## src/rtl/shell_pkg.sv

```systemverilog
// Purpose : shared types and width helpers for the reset sequencer slice.
// Latency : n/a (types and constant functions only).
// Backpressure: n/a.
package shell_pkg;

  typedef enum logic [1:0] {
    HOLD,
    RELEASE,
    RUN
  } seq_state_t;

  // Width of the shared stretch/debounce counter: must hold the larger limit.
  function automatic int cnt_width(input int stretch, input int debounce);
    int m;
    m = (stretch > debounce) ? stretch : debounce;
    return $clog2(m + 1);
  endfunction

  // Width of the release stage index.
  function automatic int idx_width(input int n_out);
    return $clog2(n_out + 1);
  endfunction

endpackage

```

## src/rtl/debounce_sync.sv

```systemverilog
// Purpose : synchronise the raw active-low board button and debounce it.
// Latency : SYNC_STAGES edges of synchroniser, then DEBOUNCE_CYCLES of stable level.
// Backpressure: none; free-running level filter.
// Ports   : clk, rst (async, active-high), btn_rst_n (raw, async),
//           btn_db (debounced level, 1 = released).
module debounce_sync #(
  parameter int SYNC_STAGES     = 2,
  parameter int DEBOUNCE_CYCLES = 1000000,
  parameter int CW              = 20
) (
  input  logic clk,
  input  logic rst,
  input  logic btn_rst_n,
  output logic btn_db
);

  logic [SYNC_STAGES-1:0] sync_q;
  logic [CW-1:0]          db_cnt;
  logic                   btn_s;

  assign btn_s = sync_q[SYNC_STAGES-1];

  always_ff @(posedge clk or posedge rst) begin
    if (rst) begin
      // Chain and filter come up in the "released" state so a cold start
      // never sees a spurious press.
      sync_q <= '1;
      db_cnt <= '0;
      btn_db <= 1'b1;
    end else begin
      sync_q <= {sync_q[SYNC_STAGES-2:0], btn_rst_n};
      if (btn_s == btn_db) begin
        db_cnt <= '0;
      end else if (db_cnt == CW'(DEBOUNCE_CYCLES - 1)) begin
        // The differing level has now been seen for DEBOUNCE_CYCLES edges.
        btn_db <= btn_s;
        db_cnt <= '0;
      end else begin
        db_cnt <= db_cnt + 1'b1;
      end
    end
  end

endmodule

```

## src/rtl/reset_sequencer.sv

```systemverilog
// Purpose : assert N_OUT resets together, release them in index order with
//           STRETCH_CYCLES spacing; restart on sw_req or debounced button press.
// Latency : rst_out[i] falls (i+1)*STRETCH_CYCLES edges after the start edge.
// Backpressure: none; triggers are accepted every cycle.
// Ports   : clk, rst (async, active-high), btn_rst_n (raw button, active-low),
//           sw_req (1-cycle request), rst_out[N_OUT], all_released,
//           warm_reset_count[CNT_W] (saturating).
module reset_sequencer
  import shell_pkg::*;
#(
  parameter int N_OUT           = 3,
  parameter int SYNC_STAGES     = 2,
  parameter int DEBOUNCE_CYCLES = 1000000,
  parameter int STRETCH_CYCLES  = 16,
  parameter int CNT_W           = 8
) (
  input  logic             clk,
  input  logic             rst,
  input  logic             btn_rst_n,
  input  logic             sw_req,
  output logic [N_OUT-1:0] rst_out,
  output logic             all_released,
  output logic [CNT_W-1:0] warm_reset_count
);

  localparam int CW = cnt_width(STRETCH_CYCLES, DEBOUNCE_CYCLES);
  localparam int IW = idx_width(N_OUT);

  seq_state_t      state_q, state_d;
  logic [CW-1:0]   cnt_q, cnt_d;
  logic [IW-1:0]   idx_q, idx_d, idx_nxt;
  logic [N_OUT-1:0] rst_out_d;
  logic            all_rel_d;
  logic [CNT_W-1:0] count_d;
  logic            run_en_q;
  logic            btn_db, btn_db_q;
  logic            btn_press, btn_fall, trigger;

  debounce_sync #(
    .SYNC_STAGES    (SYNC_STAGES),
    .DEBOUNCE_CYCLES(DEBOUNCE_CYCLES),
    .CW             (CW)
  ) u_debounce (
    .clk      (clk),
    .rst      (rst),
    .btn_rst_n(btn_rst_n),
    .btn_db   (btn_db)
  );

  assign btn_press = ~btn_db;
  assign btn_fall  = btn_db_q & ~btn_db;
  assign trigger   = sw_req | btn_fall;
  assign idx_nxt   = idx_q + 1'b1;

  always_ff @(posedge clk or posedge rst) begin
    if (rst) begin
      state_q          <= HOLD;
      cnt_q            <= '0;
      idx_q            <= '0;
      rst_out          <= '1;
      all_released     <= 1'b0;
      warm_reset_count <= '0;
      run_en_q         <= 1'b0;
      btn_db_q         <= 1'b1;
    end else begin
      state_q          <= state_d;
      cnt_q            <= cnt_d;
      idx_q            <= idx_d;
      rst_out          <= rst_out_d;
      all_released     <= all_rel_d;
      warm_reset_count <= count_d;
      run_en_q         <= 1'b1;
      btn_db_q         <= btn_db;
    end
  end

  always_comb begin
    state_d   = state_q;
    cnt_d     = cnt_q;
    idx_d     = idx_q;
    rst_out_d = rst_out;
    all_rel_d = all_released;
    count_d   = warm_reset_count;

    if (trigger) begin
      // A trigger wins in every state, including the first edge after rst.
      state_d   = HOLD;
      cnt_d     = '0;
      idx_d     = '0;
      rst_out_d = '1;
      all_rel_d = 1'b0;
      if (warm_reset_count != '1) begin
        count_d = warm_reset_count + 1'b1;
      end
    end else begin
      case (state_q)
        HOLD: begin
          // The first edge after rst is the timeline origin, like a trigger
          // edge, so counting starts one edge later (run_en_q).
          if (run_en_q && !btn_press) begin
            if (cnt_q == CW'(STRETCH_CYCLES - 1)) begin
              cnt_d        = '0;
              idx_d        = '0;
              rst_out_d[0] = 1'b0;
              if (N_OUT == 1) begin
                state_d   = RUN;
                all_rel_d = 1'b1;
              end else begin
                state_d = RELEASE;
              end
            end else begin
              cnt_d = cnt_q + 1'b1;
            end
          end
        end
        RELEASE: begin
          // idx_q is the most recently released output.
          if (cnt_q == CW'(STRETCH_CYCLES - 1)) begin
            cnt_d = '0;
            idx_d = idx_nxt;
            for (int i = 0; i < N_OUT; i++) begin
              if (i == int'(idx_nxt)) rst_out_d[i] = 1'b0;
            end
            if (idx_nxt == IW'(N_OUT - 1)) begin
              state_d   = RUN;
              all_rel_d = 1'b1;
            end
          end else begin
            cnt_d = cnt_q + 1'b1;
          end
        end
        RUN: begin
        end
        default: begin
          state_d = HOLD;
        end
      endcase
    end
  end

endmodule

```

## config.mk

```make
export PLATFORM = sky130hd
export DESIGN_NAME = reset_sequencer
export DESIGN_NICKNAME = d
export VERILOG_FILES = /design/src/rtl/shell_pkg.sv /design/src/rtl/debounce_sync.sv /design/src/rtl/reset_sequencer.sv
export SDC_FILE = /design/constraint.sdc
export NUM_CORES = 1
export LEC_CHECK = 0
export ABC_AREA = 1
export CORE_AREA = 10 10 122 135
export DETAILED_ROUTE_END_ITERATION = 10
export DIE_AREA = 0 0 132 145
export SYNTH_ARGS = -nofsm -noshare
export SYNTH_HDL_FRONTEND = slang
export SYNTH_SLANG_ARGS = --single-unit
```

## constraint.sdc

```tcl
create_clock -name clk -period 1.7 [get_ports clk]
set_input_delay 0.34 -clock clk [delete_from_list [all_inputs] [get_ports clk]]
set_output_delay 0.34 -clock clk [all_outputs]
set_load 0.02 [all_outputs]
```

==> results of run 1 <==
==> state kept, by name, summed over array words and instances, names as in the netlist <==
signal,cells
all_released,1
btn_db_q,1
cnt_q,20
idx_q,2
rst_out,3
run_en_q,1
state_q,2
u_debounce.btn_db,1
u_debounce.db_cnt,20
u_debounce.sync_q,2
warm_reset_count,8
==> synth_stat cells, drive strengths merged <==
library cell  instances
nand3                31
nor3                 13
dfstp                 7
inv                  57
conb                  1
xnor2                 6
nand4                 9
o21ai                15
ha                    6
nor2                 87
dfrtp                54
a31oi                 1
nor3b                 3
buf                   5
nor4                  1
xor2                 15
a21oi                11
nand2               115
==> cells by family (layout without fill, tap and decap cells) <==
kind of cell	after synthesis	in the layout	synth area share, %
AOI/OAI and AO/OA	27	27	4.38
xor gates and xnor gates	21	21	5.45
DFF	61	61	45.5
other	1	1	0.111
buffers and inverters	62	109	7.86
adders and majority gates	6	6	2.23
and+or+nand+nor	259	259	34.5
==> where the power goes <==
group          leakage, nW  internal (mW)  switching [mW]
clock                0.132          0.981           0.648
combinational        0.936          0.405           0.581
sequential           0.804           1.61           0.145
total                 1.87           3.00            1.37
==> what timing repair did <==
action,CTS,global route
gates cloned,0,0
gates resized for setup,8,8
pin swaps,0,1
buffers inserted,0,3
endpoints found under the setup margin,8,15
==> per-stage QoR <==
stage	instance area, um^2	worst slack, ps	total power [mW]	hold WS [ps]	util (%)
after floorplan	3380	233	2.39	344	-
after global placement	3870	28.9	2.77	350	28.3
after detailed placement	3870	16.7	2.79	357	28.3
after CTS	4130	24.4	4.41	345	30.2
after global routing	4180	1.37	4.65	359	30.6
final	4180	51.1	4.38	341	30.6
==> final timing paths <==
check | startpoint | to | slack (ps)
setup / recovery | warm_reset_count[7] | warm_reset_count[7] | 50
hold / removal | rst | u_debounce.db_cnt[18] | 340
setup reg to reg | cnt_q[0] | cnt_q[12] | 140
hold reg to reg | u_debounce.sync_q[0] | u_debounce.sync_q[1] | 360
max in group asynchronous | rst | rst_out[0] | 850
min in group clk | u_debounce.sync_q[0] | u_debounce.sync_q[1] | 360
==> area by class of cell <==
class / instances / share of cell area (%)
clock inverters: 6 / 0.957
multi-input cells: 314 / 38.2
flip-flops and latches: 61 / 36.7
clock buffers: 10 / 5.47
well taps: 188 / 5.62
repair buffers: 36 / 7.78
inverters: 57 / 5.26
==> metal layers <==
metal  vias to the layer above  routed length [um]  track usage [%]
met1                      1316                3340             9.85
li1                       1453                   -                -
met5                         -                   0                0
met3                        10                 326             2.45
met4                         0                 125             3.23
met2                        31                3400             12.7
==> out/metrics.cfg, run 1 <==
[sta]
drv_slew=0
hold_viol=0
rsz0062_at_grt=no
setup_viol=0
worst_clock_skew_ps=8.11
period_needed_ps=1650
fmax_mhz=606
fin_setup_tns_ps=0
fin_crit_sh_pct=97.0

[synthesis]
syn_nets=447
synth_top_area_share_pct=40.1
ys_seq_elements=61
avgSynthCellArea_um2=7.72
netlist_top_cells_area=dfrtp_1, nand2_1, nor2_1
postSynthCellCount=437
synth_area_um2=3370
yosys_warnings=0
synth_cell_types=32
ys_seq_area_share_pct=45.5
yosysTopAreaCell=dfrtp_1

[die]
core_um2=13700
die_h_um=145
die_w_um=132
std_cell_rows=45
start_util_pct=24.7
io_pins=16
die-area_um2=19100

[cells_and_area]
final_common_cell=nand2_1
mostFrequentLayoutCells=nand2_1, nor2_1, dfrtp_1
synthToLayoutAreaGrowth_pct=24.0
n_fill_cell=1451
drive_gt1_share_pct=15.7
stdcell_count=672
nets=489
multi_input_area_um2=1600
diodes=0
seqCellArea_um2=1540

[critical_path]
start_kind=register
crit_fanout=3
slowest_delay_ps=620
crit_type=reg -> out
worstPathArrival_ps=1310
worstPathCellList=clkdlybuf4s50_1
worstSetupEndpointType=primary output
crit_family=buffers and inverters
cp_num_cells=1
cp_slowest_cell=clkdlybuf4s50_1
reg2reg_depth=9
worst_ep_required_time_ps=1360
crit_buf_inv=1

[clock_network]
hold_buffers=0
h-tree-depth=3
cts_max_path_buffers=2
clkSinkCount=61
clkLatencyLatePin_ps=330
cts_root_buffer=clkbuf_16
path_clk_slew_ps=50
tritoncts=built
cts_buffers=9

[run_status]
outcome=completed

[global_route]
first_global_vias=2754
grt_pass1_wl_um=12900
grt_max_degree=29
track_usage_pct=8.00
grt_overflow_total=0
antenna_found_initial=0

[placed_design]
portBuffers=15
dpl.cell_count=653
gp_congestion=0.874
hpwl_um=5430

[route]
finalWirelength_um=7190
ant_nets=0
vias=2810
wire_per_inst_um=10.7
vias_per_cell=4.18
dr.pass1.iters=5
drc=0
drt_iter0_markers=227

[hold_path]
hp-class=in -> async

[pwr]
power.leakage_nw=1.87
ir_drop_uv=538
power.density_nw_per_um2=1050

[run]
timing.max_cap.violations=0

Power figures use the tool's default switching activity.
==> inputs of run 2 (changes only) <==
--- a/config.mk
+++ b/config.mk
@@ -9,6 +9,7 @@
 export CORE_AREA = 10 10 122 135
 export DETAILED_ROUTE_END_ITERATION = 10
 export DIE_AREA = 0 0 132 145
+export SLEW_MARGIN = 20
 export SYNTH_ARGS = -nofsm -noshare
 export SYNTH_HDL_FRONTEND = slang
 export SYNTH_SLANG_ARGS = --single-unit
==> constraint.sdc (replaced) <==
create_clock -name clk -period 1.9 [get_ports clk]
set_input_delay 0.38 -clock clk [delete_from_list [all_inputs] [get_ports clk]]
set_output_delay 0.38 -clock clk [all_outputs]
set_load 0.02 [all_outputs]
==> out/metrics.cfg, run 2 (synthesis gave the netlist of run 1 again) <==
[sta]
fin_hold_ws_ps=356  ; +14.1 ps
fin_crit_sh_pct=92.4
fmax_mhz=570
setup_viol=0  ; unchanged
period_needed_ps=1750
drv_slew=0  ; unchanged
rsz0062_at_grt=no
fin_setup_tns_ps=0  ; unchanged
hold_viol=0  ; unchanged
fin_ws_ps=145  ; +94.2 ps
worst_clock_skew_ps=7.04  ; -1.08 ps

[placed_design]
gp_congestion=0.905  ; +3.6%
hpwl_um=5300  ; -2.5%
placedInstanceArea_um2=3780  ; -2.4%
portBuffers=15  ; unchanged
dpl.cell_count=641  ; -1.8%
place_ws_ps=50.0  ; +33.3 ps

[run]
timing.max_cap.violations=0  ; unchanged

[critical_path]
worstPathCellList=clkdlybuf4s50_1
reg2reg_depth=9  ; unchanged
start_kind=register
worstSetupEndpointType=primary output
cp_num_cells=1  ; unchanged
crit_buf_inv=1  ; unchanged
cp_slowest_cell=clkdlybuf4s50_1
crit_type=reg -> out
worstPathArrival_ps=1370  ; +60 ps
worst_ep_required_time_ps=1520  ; +160 ps
crit_fanout=4  ; +1
crit_family=buffers and inverters
slowest_delay_ps=640  ; +20 ps

[die]
die_w_um=132  ; unchanged
std_cell_rows=45  ; unchanged
die-area_um2=19100  ; unchanged
die_h_um=145  ; unchanged
core_um2=13700  ; unchanged
start_util_pct=24.7  ; unchanged
io_pins=16  ; unchanged

[pwr]
power.density_nw_per_um2=987  ; -5.6%
p_comb_share_pct=20.7  ; -1.8 points
p_seq_share_pct=39.2  ; -1.0 points
power.leakage_nw=1.82  ; -2.9%
power_switching_mw=1.21  ; -12%
internal-power_mw=2.82  ; -6.0%
power_mw=4.03  ; -7.8%
switching_share_pct=30.1  ; -1.3 points
p_clk_share_pct=40.1  ; +2.9 points
ir_drop_uv=491  ; -8.8%

[cells_and_area]
fin_util_pct=29.9  ; -0.71 points
n_fill_cell=1427  ; -1.7%
drive_gt1_share_pct=11.9  ; -3.8 points
final_common_cell=nand2_1
multi_input_area_um2=1580  ; -1.4%
seqCellArea_um2=1540  ; unchanged
mostFrequentLayoutCells=nand2_1, nor2_1, dfrtp_1
reg_top3=cnt_q x20, u_debounce.db_cnt x20, warm_reset_count x8
stdcell_count=657  ; -2.2%
synthToLayoutAreaGrowth_pct=21.1
diodes=0  ; unchanged
nets=474  ; -3.1%
fin_area_um2=4090  ; -2.3%

[clock_network]
tritoncts=built
cts_root_buffer=clkbuf_16
clkLatencyLatePin_ps=330  ; about the same
post_cts_buffers=0  ; unchanged
clkSinkCount=61  ; unchanged
path_clk_slew_ps=60  ; about the same
cts_buffers=9  ; unchanged
h-tree-depth=3  ; unchanged
cts_max_path_buffers=2  ; unchanged

[global_route]
first_global_vias=2696  ; -2.1%
antenna_found_initial=0  ; unchanged
grt_max_degree=27  ; -6.9%
track_usage_pct=7.81  ; -0.19 points
grt_pass1_wl_um=12500  ; -3.3%
grt_overflow_total=0  ; unchanged

[route]
dr.pass1.iters=4  ; -1
vias=2793  ; -0.60%
vias_per_cell=4.25  ; +1.7%
finalWirelength_um=7210  ; +0.35%
wire_per_inst_um=11.0  ; +2.6%
drt_iter0_markers=227  ; unchanged
drc=0  ; unchanged
ant_nets=0  ; unchanged

[run_status]
outcome=completed

[hold_path]
hp-class=in -> async

==> run 2: what timing repair did <==
item,4_1_cts,5_1_grt
hold buffers,0,0
hold endpoints to repair,0,0
endpoints found under the setup margin,0,7
gates resized for setup,0,4
==> run 2: cell type report <==
class | count | share of cell area (%)
well taps | 188 | 5.76
repair buffers | 21 | 5.57
inverters | 57 | 5.30
clock buffers | 12 | 6.03
flip-flops and latches | 61 | 37.6
multi-input cells | 314 | 38.6
clock inverters | 4 | 1.19
==> run 2: worst paths after layout <==
check	from	end	slack [ps]
max	warm_reset_count[0]	warm_reset_count[0]	150
min	rst	u_debounce.db_cnt[13]	360
max reg2reg	u_debounce.btn_db	cnt_q[12]	260
min reg2reg	u_debounce.sync_q[0]	u_debounce.sync_q[1]	360
max in group asynchronous	rst	rst_out[1]	1000
min in group clk	u_debounce.sync_q[0]	u_debounce.sync_q[1]	360
==> run 2: per-layer routing <==
layer / vias to the layer above / global-route usage [%] / part of all wire, % / routed length [um]
li1: 1431 / - / - / -
met3: 13 / 2.17 / 4.8 / 346
met1: 1305 / 8.97 / 45 / 3270
met2: 44 / 12.5 / 47 / 3410
met5: - / 0 / 0 / 0
met4: 0 / 4.96 / 2.6 / 184
==> run 2: power by group through the flow <==
stage / logic [mW] / clock network (mW) / registers, mW
final: 0.835 / 1.62 / 1.58
after global routing: 0.931 / 1.72 / 1.60
after CTS: 0.854 / 1.65 / 1.58
after detailed placement: 0.846 / 0 / 1.60
after global placement: 0.827 / 0 / 1.60
after floorplan: 0.473 / 0 / 1.67
